[config.mk]
export PLATFORM = sky130hd
export DESIGN_NAME = square_motion
export DESIGN_NICKNAME = d
export VERILOG_FILES = /design/src/rtl/square_motion.sv
export SDC_FILE = /design/constraint.sdc
export NUM_CORES = 1
export LEC_CHECK = 0
export ABC_AREA = 1
export CAP_MARGIN = 0
export CORE_MARGIN = 1.5
export CORE_UTILIZATION = 40
export DETAILED_ROUTE_END_ITERATION = 16
export SLEW_MARGIN = 20
export SYNTH_ARGS = -nofsm -noshare
export SYNTH_HDL_FRONTEND = slang
export SYNTH_SLANG_ARGS = --single-unit
[constraint.sdc]
create_clock -name clk_0 -period 3.25 [get_ports clk_0]
set_input_delay 0.65 -clock clk_0 [delete_from_list [all_inputs] [get_ports clk_0]]
set_output_delay 0.65 -clock clk_0 [all_outputs]
set_load 0.02 [all_outputs]
[src/rtl/square_motion.sv]
// Square motion: converts px/s speeds to per-frame steps and integrates them into the square's position.
// Latency: 3 + max(q_x, q_y) cycles from an accepted frame_tick (maximum 12); busy is high meanwhile.
// Backpressure: a frame_tick arriving while busy or while waiting for serve is dropped, never queued.
module square_motion #(
  parameter int H_ACTIVE   = 640,
  parameter int V_ACTIVE   = 480,
  parameter int SQ_SIZE    = 16,
  parameter int FRAME_RATE = 60,
  parameter int X_START    = 312,
  parameter int Y_START    = 232
) (
  input  logic       clk_0,
  input  logic       rst,
  input  logic       frame_tick,
  input  logic [8:0] sq_xvel,
  input  logic [8:0] sq_yvel,
  input  logic       pdl_bounce,
  input  logic       serve,
  input  logic       freeze,
  output logic [9:0] sq_x,
  output logic [9:0] sq_y,
  output logic       sq_xdir,
  output logic       sq_ydir,
  output logic       sq_missed,
  output logic       miss_side,
  output logic       busy
);

  typedef enum logic [2:0] {
    ST_WAIT_SERVE,
    ST_IDLE,
    ST_ACC,
    ST_DIV,
    ST_MOVE
  } state_t;

  localparam logic [9:0]         FR      = 10'(FRAME_RATE);
  localparam logic [9:0]         X_ST    = 10'(X_START);
  localparam logic [9:0]         Y_ST    = 10'(Y_START);
  localparam logic signed [10:0] XMAX    = 11'(H_ACTIVE - SQ_SIZE);
  localparam logic signed [10:0] YMAX    = 11'(V_ACTIVE - SQ_SIZE);
  localparam logic signed [10:0] YMAX2   = 11'(2 * (V_ACTIVE - SQ_SIZE));

  state_t     state_q, state_d;
  logic [9:0] sq_x_q, sq_x_d;
  logic [9:0] sq_y_q, sq_y_d;
  logic       xdir_q, xdir_d;
  logic       ydir_q, ydir_d;
  logic       missed_q, missed_d;
  logic       miss_side_q, miss_side_d;
  logic       bounce_pend_q, bounce_pend_d;
  logic [5:0] rem_x_q, rem_x_d;
  logic [5:0] rem_y_q, rem_y_d;
  logic [9:0] sum_x_q, sum_x_d;
  logic [9:0] sum_y_q, sum_y_d;
  logic [3:0] qx_q, qx_d;
  logic [3:0] qy_q, qy_d;

  // MOVE-cycle datapath temporaries
  logic                flip_mv;
  logic                xdir_mv;
  logic                ydir_mv;
  logic signed [10:0]  step_x;
  logic signed [10:0]  step_y;
  logic signed [10:0]  nx;
  logic signed [10:0]  ny;
  logic [9:0]          ny_fix;
  logic                x_out;

  // State and datapath registers, all cleared to the serve position on reset
  always_ff @(posedge clk_0 or posedge rst) begin
    if (rst) begin
      state_q       <= ST_WAIT_SERVE;
      sq_x_q        <= X_ST;
      sq_y_q        <= Y_ST;
      xdir_q        <= 1'b1;
      ydir_q        <= 1'b1;
      missed_q      <= 1'b0;
      miss_side_q   <= 1'b1;
      bounce_pend_q <= 1'b0;
      rem_x_q       <= '0;
      rem_y_q       <= '0;
      sum_x_q       <= '0;
      sum_y_q       <= '0;
      qx_q          <= '0;
      qy_q          <= '0;
    end else begin
      state_q       <= state_d;
      sq_x_q        <= sq_x_d;
      sq_y_q        <= sq_y_d;
      xdir_q        <= xdir_d;
      ydir_q        <= ydir_d;
      missed_q      <= missed_d;
      miss_side_q   <= miss_side_d;
      bounce_pend_q <= bounce_pend_d;
      rem_x_q       <= rem_x_d;
      rem_y_q       <= rem_y_d;
      sum_x_q       <= sum_x_d;
      sum_y_q       <= sum_y_d;
      qx_q          <= qx_d;
      qy_q          <= qy_d;
    end
  end

  // Next-state logic: accumulate, divide by repeated subtraction, then step with wall/miss handling
  always_comb begin
    state_d       = state_q;
    sq_x_d        = sq_x_q;
    sq_y_d        = sq_y_q;
    xdir_d        = xdir_q;
    ydir_d        = ydir_q;
    missed_d      = 1'b0;
    miss_side_d   = miss_side_q;
    bounce_pend_d = bounce_pend_q | (pdl_bounce && (state_q != ST_WAIT_SERVE));
    rem_x_d       = rem_x_q;
    rem_y_d       = rem_y_q;
    sum_x_d       = sum_x_q;
    sum_y_d       = sum_y_q;
    qx_d          = qx_q;
    qy_d          = qy_q;

    // A paddle pulse landing in the MOVE cycle itself still counts for this step
    flip_mv = bounce_pend_q | pdl_bounce;
    xdir_mv = flip_mv ? ~xdir_q : xdir_q;
    step_x  = $signed({7'd0, qx_q});
    step_y  = $signed({7'd0, qy_q});
    nx      = xdir_mv ? ($signed({1'b0, sq_x_q}) + step_x) : ($signed({1'b0, sq_x_q}) - step_x);
    ny      = ydir_q  ? ($signed({1'b0, sq_y_q}) + step_y) : ($signed({1'b0, sq_y_q}) - step_y);

    // Reflect off top/bottom walls; landing exactly on a wall keeps the direction
    ny_fix  = ny[9:0];
    ydir_mv = ydir_q;
    if (ny < 11'sd0) begin
      ny_fix  = 10'(-ny);
      ydir_mv = 1'b1;
    end else if (ny > YMAX) begin
      ny_fix  = 10'(YMAX2 - ny);
      ydir_mv = 1'b0;
    end
    x_out = (nx < 11'sd0) || (nx > XMAX);

    case (state_q)
      ST_WAIT_SERVE: begin
        sq_x_d = X_ST;
        sq_y_d = Y_ST;
        if (serve) begin
          xdir_d        = miss_side_q;
          bounce_pend_d = 1'b0;
          state_d       = ST_IDLE;
        end
      end
      ST_IDLE: begin
        if (frame_tick) state_d = ST_ACC;
      end
      ST_ACC: begin
        sum_x_d = 10'(rem_x_q) + 10'(sq_xvel);
        sum_y_d = 10'(rem_y_q) + 10'(sq_yvel);
        qx_d    = '0;
        qy_d    = '0;
        state_d = ST_DIV;
      end
      ST_DIV: begin
        if ((sum_x_q < FR) && (sum_y_q < FR)) begin
          state_d = ST_MOVE;
        end else begin
          if (sum_x_q >= FR) begin
            sum_x_d = sum_x_q - FR;
            qx_d    = qx_q + 4'd1;
          end
          if (sum_y_q >= FR) begin
            sum_y_d = sum_y_q - FR;
            qy_d    = qy_q + 4'd1;
          end
        end
      end
      ST_MOVE: begin
        rem_x_d       = sum_x_q[5:0];
        rem_y_d       = sum_y_q[5:0];
        xdir_d        = xdir_mv;
        ydir_d        = ydir_mv;
        bounce_pend_d = 1'b0;
        if (x_out) begin
          missed_d    = 1'b1;
          miss_side_d = (nx > XMAX);
          sq_x_d      = X_ST;
          sq_y_d      = Y_ST;
          rem_x_d     = '0;
          rem_y_d     = '0;
          state_d     = ST_WAIT_SERVE;
        end else begin
          sq_x_d  = nx[9:0];
          sq_y_d  = ny_fix;
          state_d = ST_IDLE;
        end
      end
      default: state_d = ST_WAIT_SERVE;
    endcase

    // Freeze parks the square and wins over everything, including a miss in MOVE
    if (freeze) begin
      state_d     = ST_WAIT_SERVE;
      sq_x_d      = X_ST;
      sq_y_d      = Y_ST;
      rem_x_d     = '0;
      rem_y_d     = '0;
      missed_d    = 1'b0;
      xdir_d      = xdir_q;
      ydir_d      = ydir_q;
      miss_side_d = miss_side_q;
    end
  end

  assign sq_x      = sq_x_q;
  assign sq_y      = sq_y_q;
  assign sq_xdir   = xdir_q;
  assign sq_ydir   = ydir_q;
  assign sq_missed = missed_q;
  assign miss_side = miss_side_q;
  assign busy      = (state_q == ST_ACC) || (state_q == ST_DIV) || (state_q == ST_MOVE);

endmodule

# After elaboration in Yosys (flattened, before gate mapping)
# Cells that the tools add are included.
[totals] ff_bits=68 latch_bits=0 ram_bits=0 rom_bits=0 in_bits=24 out_inout_bits=25 wordCells=111 mem_count=0
[classes] n_addsub=12 n_mul=0 div_mod_pow=0 n_lt_le_gt_ge=8 n_eq_ne=11 shift=0 n_mux=44 bitwise_logic=4 reduce_logical=18
[ops] cell="2-to-1 mux 10 bit" n=10
[ops] cell="case mux 10 bit (2 select lines)" n=4
[ops] cell="2-to-1 mux 6 bit" n=6
[ops] cell="adder 10 x 4 -> 11 bit" n=2
[ops] cell="less-than comparator 11 x 1 -> 1 bit (second input constant)" n=2
[ops] cell="2-to-1 mux 11 bit" n=2
[ops] cell="subtractor 10 x 4 -> 11 bit" n=2
[ops] cell="adder 6 x 9 -> 10 bit" n=2
[ops] cell="greater-or-equal comparator 10 x 6 -> 1 bit (second input constant)" n=2
[ops] cell="less-than comparator 10 x 6 -> 1 bit (second input constant)" n=2
[ops] cell="subtractor 10 x 6 -> 10 bit (second input constant)" n=2
[ops] cell="AND reduction 3 bit" n=6
[ops] cell="2-to-1 mux 4 bit" n=4
[ops] cell="case mux 4 bit (2 select lines)" n=2
[ops] cell="case mux 3 bit (5 select lines)" n=1
[ops] cell="2-to-1 mux 3 bit" n=4
[ops] cell="greater-than comparator 11 x 10 -> 1 bit (second input constant)" n=1
[ops] cell="greater-than comparator 11 bit (second input constant)" n=1
[ops] cell="negator 10 bit" n=1
[ops] cell="subtractor 8 x 10 -> 10 bit (first input constant)" n=1
[ops] cell="2-to-1 mux 1 bit" n=9
[ops] cell="!= test 3 bit (second input constant)" n=3
[ops] cell="adder 4 x 1 -> 4 bit (second input constant)" n=2
[ops] cell="!= test 2 bit (second input constant)" n=4
[ops] cell="11 further kinds" n=22

# Logic depth before layout (Yosys ltp)
# Gate-level depths: netlist of the first run.
[logic_depth] ltp_word=8 mapped_depth=24 depth_no_buf=23

# Least setup slack after synthesis of the first run
# OpenSTA, ideal clock, no wires.
[synth_path] path_kind="in2reg" start="input port pdl_bounce" end="register rem_y_q[5]" setup_ps=74 t_arrival_ps=3003 t_required_ps=3176 setup_slack_ps=173 path_stages=20 n_path_buf=1 cell_sequence="nor2_1 > or2_1 > nand2_2 > o21ai_0 > inv_1 > fa_1 > inv_1 > or2_2 > nor2_1 > nand3_1 > nand2_1 > inv_1 > nand3_1 > nand3_1 > nand2_2 > nand2_4 > nor2_8 > inv_4 > buf_6 > o21ai_2"
[synth_via] elab_chain_len=8 elab_cells_between_ends=9 classes_between="2 x order compare; 5 x mux; 1 x bitwise; 1 x reduce/logical"
[synth_rtl] item="from (decl)" line="17" source="input logic pdl_bounce,"
[synth_rtl] item="bitwise OR 1 bit (*)" line="123" source="flip_mv = bounce_pend_q | pdl_bounce;"
[synth_rtl] item="2-to-1 mux 1 bit (*)" line="124" source="xdir_mv = flip_mv ? ~xdir_q : xdir_q;"
[synth_rtl] item="2-to-1 mux 11 bit (*)" line="127" source="nx = xdir_mv ? ($signed({1'b0, sq_x_q}) + step_x) : ($signed({1'b0, sq_x_q}) - step_x);"
[synth_rtl] item="less-than comparator 11 x 1 -> 1 bit / greater-than comparator 11 bit (equally long branches)" line="140" source="x_out = (nx < 11'sd0) || (nx > XMAX);"
[synth_rtl] item="logical OR 1 bit (*)" line="140"
[synth_rtl] item="2-to-1 mux 6 bit (*)" line="182" source="if (x_out) begin"
[synth_rtl] item="2-to-1 mux 6 bit (*)" line="142" source="case (state_q)"
[synth_rtl] item="2-to-1 mux 6 bit (*)" line="200" source="if (freeze) begin"
[synth_rtl] item="to (signal assigned)" line="97" source="rem_y_q <= rem_y_d;"
[synth_rtl] item="to (decl)" line="53" source="logic [5:0] rem_y_q, rem_y_d;"
# Every way passes the cells marked *; elsewhere a longest branch is shown, timed or not. The select of a mux whose other input is x is not followed.
# A chain may end at the register's enable or synchronous reset.

# Final worst setup path of the first run
[layout_path] start="input port pdl_bounce" end="register sq_y_q[6] (netlist: sq_y[6])"
[layout_via] elab_chain_len=8 elab_cells_between_ends=9 classes_between="2 x order compare; 5 x mux; 1 x bitwise; 1 x reduce/logical"
[layout_rtl] item="bitwise OR 1 bit (*)" line="123"
[layout_rtl] item="2-to-1 mux 1 bit (*)" line="124"
[layout_rtl] item="2-to-1 mux 11 bit (*)" line="127"
[layout_rtl] item="less-than comparator 11 x 1 -> 1 bit / greater-than comparator 11 bit (equally long branches)" line="140"
[layout_rtl] item="logical OR 1 bit (*)" line="140"
[layout_rtl] item="2-to-1 mux 10 bit (*)" line="182"
[layout_rtl] item="case mux 10 bit (2 select lines) (*)" line="142"
[layout_rtl] item="2-to-1 mux 10 bit (*)" line="200"
[layout_rtl] item="to (signal assigned)" line="90" source="sq_y_q <= sq_y_d;"
[layout_rtl] item="to (decl)" line="46" source="logic [9:0] sq_y_q, sq_y_d;"
# Every way passes the cells marked *; elsewhere a longest branch is shown, timed or not.

==> flow_metrics.py, run 1 <==
metrics = {
    "sta": {
        "totalNegativeSetupSlack_ns": 0,
        "final_critical_path_required_period_ns": 3.07,
        "layout_worst_path_cycle_share": 0.945,
        "final-max-slew-violation-count": 0,
        "setup_viol": 0,
        "hold_viol_final": 0,
        "max-slew-margin-rel": 0.548,
        "worst_hold_slack_ns": 0.482,
        "clock.fmax_mhz": 326,
        "worst_pin_slew_ns": 0.677,
        "final.setup_skew_ns": 0.00436,
        "timing.final.ws_setup_ns": 0.179,
    },
    "cells_and_area": {
        "drive_gt1_frac": 0.137,
        "fill_cell_count": 1322,
        "design.final.nets": 961,
        "most-common-layout-cells": "sky130_fd_sc_hd__nand2_1 (214), sky130_fd_sc_hd__inv_1 (134), sky130_fd_sc_hd__nand3_1 (77), sky130_fd_sc_hd__nor2_1 (67), sky130_fd_sc_hd__dfrtp_1 (54)",
        "num_antenna_cells": 0,
        "layout-area-overhead-vs-synth_pct": 24.7,
        "most_frequent_standard_cell_in_the_layout_excluding_fill_and_tap_cells": "sky130_fd_sc_hd__nand2_1",
    },
    "floorplanning": {
        "dieArea_um2": 14400,
        "boundaryPins": 49,
        "die_span_y_um": 120,
        "initial_core_util": 0.411,
        "floorplan.core_area_um2": 13300,
        "fp-row-count": 42,
        "chipWidth_um": 120,
    },
    "setup_path": {
        "crit_required_ns": 3.52,
        "worst_path_most_repeated_cell": "sky130_fd_sc_hd__nand2_1",
        "slowest_stage": "sky130_fd_sc_hd__ha_4",
        "critPathArrivalTime_ns": 3.34,
        "timing.critical_path.slowest_cell_delay_ns": 0.30,
        "crit_path_start_kind": "input port",
        "setup.worst_path.end_class": "flip-flop",
        "cell_by_cell_listing_of_the_critical_path": "dlygate4sd2_1, nor2_2, or2_1, nand2_4, nor2_2, xor2_1, inv_1, ha_4, nand3_1, nand2_1, nand2_1, nand2_1, nand2_1, nand2_1, nand2_1, nand2_2, nand3_1, nand2_2, nand2_4, nor2_8, buf_6, nand3_1, nand2_1, inv_1",
        "worst-setup-path-type": "in -> reg",
        "critical_path_peak_fanout": 7,
    },
    "power": {
        "power.ir.vdd_worst_mv": 0.259,
        "power_density_nw_per_um2": 492,
        "total_leakage_power_nw": 3.50,
    },
    "clock_tree": {
        "cts_tree": "done",
        "tritoncts_num_sinks": 68,
        "ctsHtreeMaxLevel": 3,
        "cts.reportedPaths.clkPinSlew_ns": 0.05,
        "cts_inserted_buffers": 9,
        "clock_tree.buffer_depth": 2,
        "worstSkewPairLatency_ns": 0.33,
        "cts.root.buffer_cell": "sky130_fd_sc_hd__clkbuf_16",
    },
    "worst_hold_path": {
        "timing.hold.worst.class": "reg -> reg",
    },
    "yosys": {
        "async_reset_ff_frac": 1.00,
        "ys_warn_count": 0,
        "synth_edf_count": 0,
        "synthCells": 807,
        "syn-num-nets": 876,
        "synth.ff_latch_count": 68,
        "netlist-cell-type-count": 42,
        "postSynthAreaPerCell_um2": 6.77,
        "netlist_area_um2": 5460,
        "postSynth.topFlopCell": "sky130_fd_sc_hd__dfrtp_1",
        "synth_seq_area_share": 0.314,
    },
    "drt": {
        "dr.pass1.iters": 7,
        "route.antenna.remaining_nets": 0,
        "drt-initial-drc-count": 387,
        "vias_per_cell": 5.03,
        "totalWireLength_um": 14200,
        "drcViolationCount": 0,
        "detail_route.wl_per_cell_um": 13.2,
        "total_vias_in_the_final_route": 5393,
    },
    "placement": {
        "place.port_buffers": 48,
        "dp_slack_ns": -0.461,
        "detailed_place_hpwl_um": 11000,
        "gp_congestion": 0.835,
    },
    "job": {
        "timing.max_cap.violations": 0,
    },
    "grt": {
        "first_global_vias": 5194,
        "antenna_found_initial": 0,
        "global_route_wire_length_before_repair_um": 24000,
        "grt_max_degree": 40,
        "grt_util_all_layers": 0.208,
        "globalRouteOverflowTotal": 0,
    },
    "run_status": {
        "outcome": "finished clean",
    },
}
Yosys cell counts (2+ instances only):
library cell / count / share of area
sky130_fd_sc_hd__nand2_1: 219 / 0.15
sky130_fd_sc_hd__inv_1: 137 / 0.094
sky130_fd_sc_hd__nand3_1: 79 / 0.072
sky130_fd_sc_hd__nor2_1: 71 / 0.049
sky130_fd_sc_hd__dfrtp_1: 57 / 0.26
sky130_fd_sc_hd__ha_1: 41 / 0.094
sky130_fd_sc_hd__a21oi_1: 38 / 0.035
sky130_fd_sc_hd__o21ai_0: 38 / 0.035
sky130_fd_sc_hd__o21ai_1: 12 / 0.011
sky130_fd_sc_hd__dfstp_2: 11 / 0.053
sky130_fd_sc_hd__o21ai_2: 11 / 0.018
sky130_fd_sc_hd__or2_2: 11 / 0.013
sky130_fd_sc_hd__clkbuf_1: 9 / 0.0062
sky130_fd_sc_hd__nor3_1: 9 / 0.0082
sky130_fd_sc_hd__xor2_1: 8 / 0.013
sky130_fd_sc_hd__a31oi_1: 5 / 0.0057
sky130_fd_sc_hd__o31ai_1: 5 / 0.0069
sky130_fd_sc_hd__fa_1: 4 / 0.015
sky130_fd_sc_hd__nand4_1: 4 / 0.0046
sky130_fd_sc_hd__o21bai_1: 4 / 0.0055
sky130_fd_sc_hd__a21oi_2: 3 / 0.0048
sky130_fd_sc_hd__a22oi_1: 3 / 0.0041
sky130_fd_sc_hd__nand2_2: 3 / 0.0034
sky130_fd_sc_hd__o22ai_1: 3 / 0.0034
sky130_fd_sc_hd__and2_1: 2 / 0.0023
sky130_fd_sc_hd__buf_2: 2 / 0.0018
sky130_fd_sc_hd__buf_6: 2 / 0.0041
sky130_fd_sc_hd__xnor2_1: 2 / 0.0032
final cells by class:
class	count	area [um2]	share of cell area
multi-input combinational	589	3290	0.483
timing repair buffer	86	788	0.116
clock buffer	13	260	0.0382
clock inverter	2	10.0	0.00147
inverter	138	523	0.0767
tap	176	220	0.0323
sequential	68	1720	0.252
registers in the layout, summed over array words and instances, names as in the netlist, 3 cells and up:
register / count
rem_y_q: 6
qx_q: 4
sq_y: 10
qy_q: 4
sum_x_q: 10
sum_y_q: 10
rem_x_q: 6
state_q: 3
sq_x: 10
path summary, 6_finish.rpt:
kind,end,from,cells past startpoint,slack [ns]
max in group asynchronous,sq_xdir,rst,3,1.79
worst min-delay path,sum_x_q[0],sum_x_q[0],2,0.48
worst min register to register,sum_x_q[0],sum_x_q[0],2,0.48
worst max register to register,sq_y[6],qx_q[0],21,0.24
min in group asynchronous,qy_q[1],rst,2,0.75
worst max-delay path,sq_y[6],pdl_bounce,24,0.18
timing repair:
item / 4_1_cts / 5_1_grt
resized for setup: 9 / 34
endpoints found under the setup margin: 32 / 34
pin swaps: 8 / 7
hold buffers: 0 / 0
buffers inserted: 1 / 1
cloned: 0 / 1
hold endpoints to repair: 0 / 0
where the power goes:
part,switching [mW],internal (mW),total [mW],leakage [nW]
Clock,0.354,0.551,0.905,0.135
Sequential,0.126,1.00,1.13,0.859
Combinational,0.790,0.530,1.32,2.51
stage by stage:
stage / cell area, um2 / instances / util / total power [mW]
final: 6820 / 1072 / 0.513 / 3.35
after global routing: 6820 / 1072 / 0.513 / 3.63
after CTS: 6680 / 1070 / 0.502 / 3.34
after detailed placement: 6380 / 1054 / 0.480 / 2.41
after global placement: 6380 / 1054 / 0.480 / 2.38
after floorplan: 5460 / 807 / - / 1.98
per-layer routing:
| metal | global-route usage | wire length, um | vias up |
|---|---|---|---|
| met1 | 0.258 | 6530 | 2506 |
| li1 | - | - | 2756 |
| met4 | 0.0588 | 240 | 0 |
| met3 | 0.0375 | 437 | 24 |
| met2 | 0.368 | 6950 | 107 |
| met5 | 0 | 0 | - |
worst max-delay path: cells and delay by family:
kind	cells	cell delay [ns]
xor+xnor	1	0.17
fa+ha+maj	1	0.30
simple gates	18	1.68
buf+inv	4	0.51
cell families (layout without fill, tap and decap cells):
| kind of cell | count (synthesis) | count (layout) | share of synthesized area |
|---|---|---|---|
| DFF | 68 | 68 | 0.314 |
| buffers and inverters | 151 | 239 | 0.107 |
| AOI/OAI and AO/OA | 127 | 127 | 0.138 |
| xor gates and xnor gates | 10 | 10 | 0.0160 |
| and+or+nand+nor | 406 | 407 | 0.316 |
| adders and majority gates | 45 | 45 | 0.109 |
Note: power is estimated with default switching activity, not from simulation.
==> run 2, diff against run 1 <==
--- a/config.mk
+++ b/config.mk
@@ -6,6 +6,7 @@
 export NUM_CORES = 1
 export LEC_CHECK = 0
 export ABC_AREA = 1
+export ABC_CLOCK_PERIOD_IN_PS = 3250
 export CAP_MARGIN = 0
 export CORE_MARGIN = 1.5
 export CORE_UTILIZATION = 40
==> results of run 2 <==
Same layout as run 1: the final DEF is identical, and so are final timing and power.
==> run 3, diff against run 2 <==
--- a/config.mk
+++ b/config.mk
@@ -9,8 +9,9 @@
 export ABC_CLOCK_PERIOD_IN_PS = 3250
 export CAP_MARGIN = 0
 export CORE_MARGIN = 1.5
-export CORE_UTILIZATION = 40
+export CORE_UTILIZATION = 59
 export DETAILED_ROUTE_END_ITERATION = 16
+export PLACE_DENSITY = 0.81
 export SLEW_MARGIN = 20
 export SYNTH_ARGS = -nofsm -noshare
 export SYNTH_HDL_FRONTEND = slang
==> run 3 against run 2 <==
  * Count of clock-buffer cells in the layout down 3
  * Final area down 0.57%
  * Maximum frequency down 1.7%
  * Wire length down 1.8%
  * Critical path depth unchanged
  * Global-route usage up 8.3 points
  * Clock skew up 0.015 ns
  * Final cell count down 5.3%
  * Hold slack about the same
  * Setup slack worse by 0.054 ns
  * Clock power down 11%
  * First-iteration DRC count down 31%
==> flow_metrics.py, run 3 (synthesis results as in run 1) <==
metrics = {
    "run_status": {
        "outcome": "finished clean",
    },
    "grt": {
        "first_global_vias": 5220,
        "busiest_layer": "met2",
        "antenna_found_initial": 0,
        "global_route_wire_length_before_repair_um": 23200,
        "grt_use_met1": 0.364,
        "grt_max_degree": 69,
        "use_met3": 0.0358,
        "globalRouteOverflowTotal": 0,
        "grt_util_all_layers": 0.291,
        "grt.met2_usage": 0.518,
    },
    "cells_and_area": {
        "final_cell_count_no_fill": 1015,
        "most-common-layout-cells": "sky130_fd_sc_hd__nand2_1 (212), sky130_fd_sc_hd__inv_1 (133), sky130_fd_sc_hd__nand3_1 (76), sky130_fd_sc_hd__nor2_1 (65), sky130_fd_sc_hd__dfrtp_1 (54)",
        "layout-area-overhead-vs-synth_pct": 24.0,
        "design.final.nets": 971,
        "most_frequent_standard_cell_in_the_layout_excluding_fill_and_tap_cells": "sky130_fd_sc_hd__nand2_1",
        "drive_gt1_frac": 0.158,
        "final_area_um2": 6780,
        "num_antenna_cells": 0,
    },
    "power": {
        "total_leakage_power_nw": 3.51,
        "power.ir.vdd_worst_mv": 0.362,
        "power_density_nw_per_um2": 488,
    },
    "clock_tree": {
        "ctsHtreeMaxLevel": 3,
        "cts_tree": "done",
        "cts_inserted_buffers": 9,
        "worstSkewPairLatency_ns": 0.36,
        "clock_tree.buffer_depth": 2,
        "cts.reportedPaths.clkPinSlew_ns": 0.08,
        "cts.root.buffer_cell": "sky130_fd_sc_hd__clkbuf_8",
        "tritoncts_num_sinks": 68,
        "holdBufCountCts": 0,
    },
    "drt": {
        "drt-initial-drc-count": 266,
        "total_vias_in_the_final_route": 5511,
        "totalWireLength_um": 13900,
        "drcViolationCount": 0,
        "route.antenna.remaining_nets": 0,
        "dr.pass1.iters": 5,
        "detail_route.wl_per_cell_um": 13.7,
        "vias_per_cell": 5.43,
    },
    "setup_path": {
        "worst-setup-path-type": "in -> reg",
        "crit_path_start_kind": "input port",
        "crit_required_ns": 3.54,
        "cell_by_cell_listing_of_the_critical_path": "dlygate4sd2_1, nor2_2, or2_1, nand2_2, buf_6, inv_1, nand2_1, o21ai_1, ha_1, nand3_1, nand2_2, nand2_1, nand2_1, nand2_1, nand2_1, nand2_1, nand2_2, nand3_2, nand2_2, nand2_4, nor2_8, buf_6, nand2_1, o21ai_1",
        "critical_path_peak_fanout": 7,
        "critPathArrivalTime_ns": 3.41,
        "worst_path_most_repeated_cell": "sky130_fd_sc_hd__nand2_1",
        "cp.buffers_inverters": 4,
        "setup.reg_to_reg.worst_slack_ns": 0.17,
        "slowest_stage": "sky130_fd_sc_hd__ha_1",
        "setup.worst_path.end_class": "flip-flop",
        "cell_type_group_with_the_largest_total_delay_on_the_critical_path": "simple AND/OR/NAND/NOR gates",
        "timing.critical_path.slowest_cell_delay_ns": 0.36,
    },
    "floorplanning": {
        "boundaryPins": 49,
        "die_span_y_um": 99.2,
        "dieArea_um2": 9850,
        "floorplan.core_area_um2": 8850,
        "chipWidth_um": 99.2,
        "initial_core_util": 0.618,
        "fp-row-count": 34,
    },
    "sta": {
        "final-max-slew-violation-count": 0,
        "clock.fmax_mhz": 320,
        "max-slew-margin-rel": 0.559,
        "worst_pin_slew_ns": 0.660,
        "final_critical_path_required_period_ns": 3.13,
        "hold_viol_final": 0,
        "setup_viol": 0,
        "layout_worst_path_cycle_share": 0.962,
        "totalNegativeSetupSlack_ns": 0,
        "final.setup_skew_ns": 0.0190,
        "grt_setup_unrepaired": "yes",
    },
    "placement": {
        "detailed_place_hpwl_um": 10200,
        "place_area_um2": 6290,
        "place.port_buffers": 48,
        "gp_congestion": 0.917,
        "dpl.cell_count": 985,
    },
    "worst_hold_path": {
        "timing.hold.worst.class": "reg -> reg",
    },
    "job": {
        "timing.max_cap.violations": 0,
    },
}
==> run 3: final timing paths <==
path / startpoint / end / cells past startpoint
setup / recovery: pdl_bounce / sq_y[9] / 24
hold / removal: sum_x_q[0] / sum_x_q[0] / 2
setup reg to reg: qx_q[1] / sq_y[9] / 22
hold reg to reg: sum_x_q[0] / sum_x_q[0] / 2
max in group asynchronous: rst / sq_ydir / 3
min in group asynchronous: rst / sq_y[8] / 3
==> run 3: worst register-to-register path, stage by stage, from the launching register on <==
cell	delay [ns]
sky130_fd_sc_hd__dfrtp_2	0.42
sky130_fd_sc_hd__inv_1	0.08
sky130_fd_sc_hd__ha_1	0.27
sky130_fd_sc_hd__inv_1	0.07
sky130_fd_sc_hd__o21ai_2	0.14
sky130_fd_sc_hd__inv_1	0.06
sky130_fd_sc_hd__fa_1	0.39
sky130_fd_sc_hd__inv_1	0.10
sky130_fd_sc_hd__nand3_1	0.12
sky130_fd_sc_hd__nand2_2	0.12
sky130_fd_sc_hd__nand2_1	0.08
sky130_fd_sc_hd__nand2_1	0.08
sky130_fd_sc_hd__nand2_1	0.07
sky130_fd_sc_hd__nand2_1	0.06
sky130_fd_sc_hd__nand2_1	0.06
sky130_fd_sc_hd__nand2_2	0.08
sky130_fd_sc_hd__nand3_2	0.08
sky130_fd_sc_hd__nand2_2	0.10
sky130_fd_sc_hd__nand2_4	0.08
sky130_fd_sc_hd__nor2_8	0.21
sky130_fd_sc_hd__buf_6	0.14
sky130_fd_sc_hd__nand2_1	0.05
sky130_fd_sc_hd__o21ai_1	0.13
==> run 3: what timing repair did <==
| action | 4_1_cts | 5_1_grt |
|---|---|---|
| setup buffers | 5 | 8 |
| endpoints found under the hold margin | 0 | 0 |
| endpoints found under the setup margin | 28 | 35 |
| pin swaps | 13 | 18 |
| gates resized for setup | 12 | 39 |
| cloned | 1 | 0 |
==> run 3: report_power, final <==
part | internal (mW) | switching, mW | leakage [nW]
sequential | 1.00 | 0.125 | 0.859
combinational | 0.561 | 0.817 | 2.54
clock | 0.440 | 0.361 | 0.111
total | 2.00 | 1.30 | 3.51
==> run 3: through the flow <==
| step | util | hold slack (ns) | setup slack, ns | total power, mW |
|---|---|---|---|---|
| 3_3_place_gp | 0.711 | 0.460 | -0.333 | 2.34 |
| 4_1_cts | 0.746 | 0.480 | 0.0705 | 3.22 |
| 3_5_place_dp | 0.711 | 0.461 | -0.456 | 2.38 |
| 6_report | 0.766 | 0.482 | 0.125 | 3.31 |
| 5_1_grt | 0.766 | 0.502 | -0.0763 | 3.54 |
| 2_1_floorplan | - | 0.442 | 0.173 | 1.98 |
==> run 3: per-layer routing <==
layer / part of all wire / vias up / wire [um]
met5: 0 / - / 0
met4: 0.019 / 0 / 262
li1: - / 2796 / -
met1: 0.45 / 2572 / 6200
met2: 0.50 / 121 / 6970
met3: 0.033 / 22 / 457
==> run 3: layout make-up <==
type / count / area (um2)
sequential: 68 / 1720
multi-input combinational: 588 / 3300
tap: 108 / 135
clock buffer: 10 / 128
timing repair buffer: 96 / 863
timing repair inverter: 1 / 6.26
fill: 677 / 2070
clock inverter: 6 / 95.1
inverter: 138 / 528
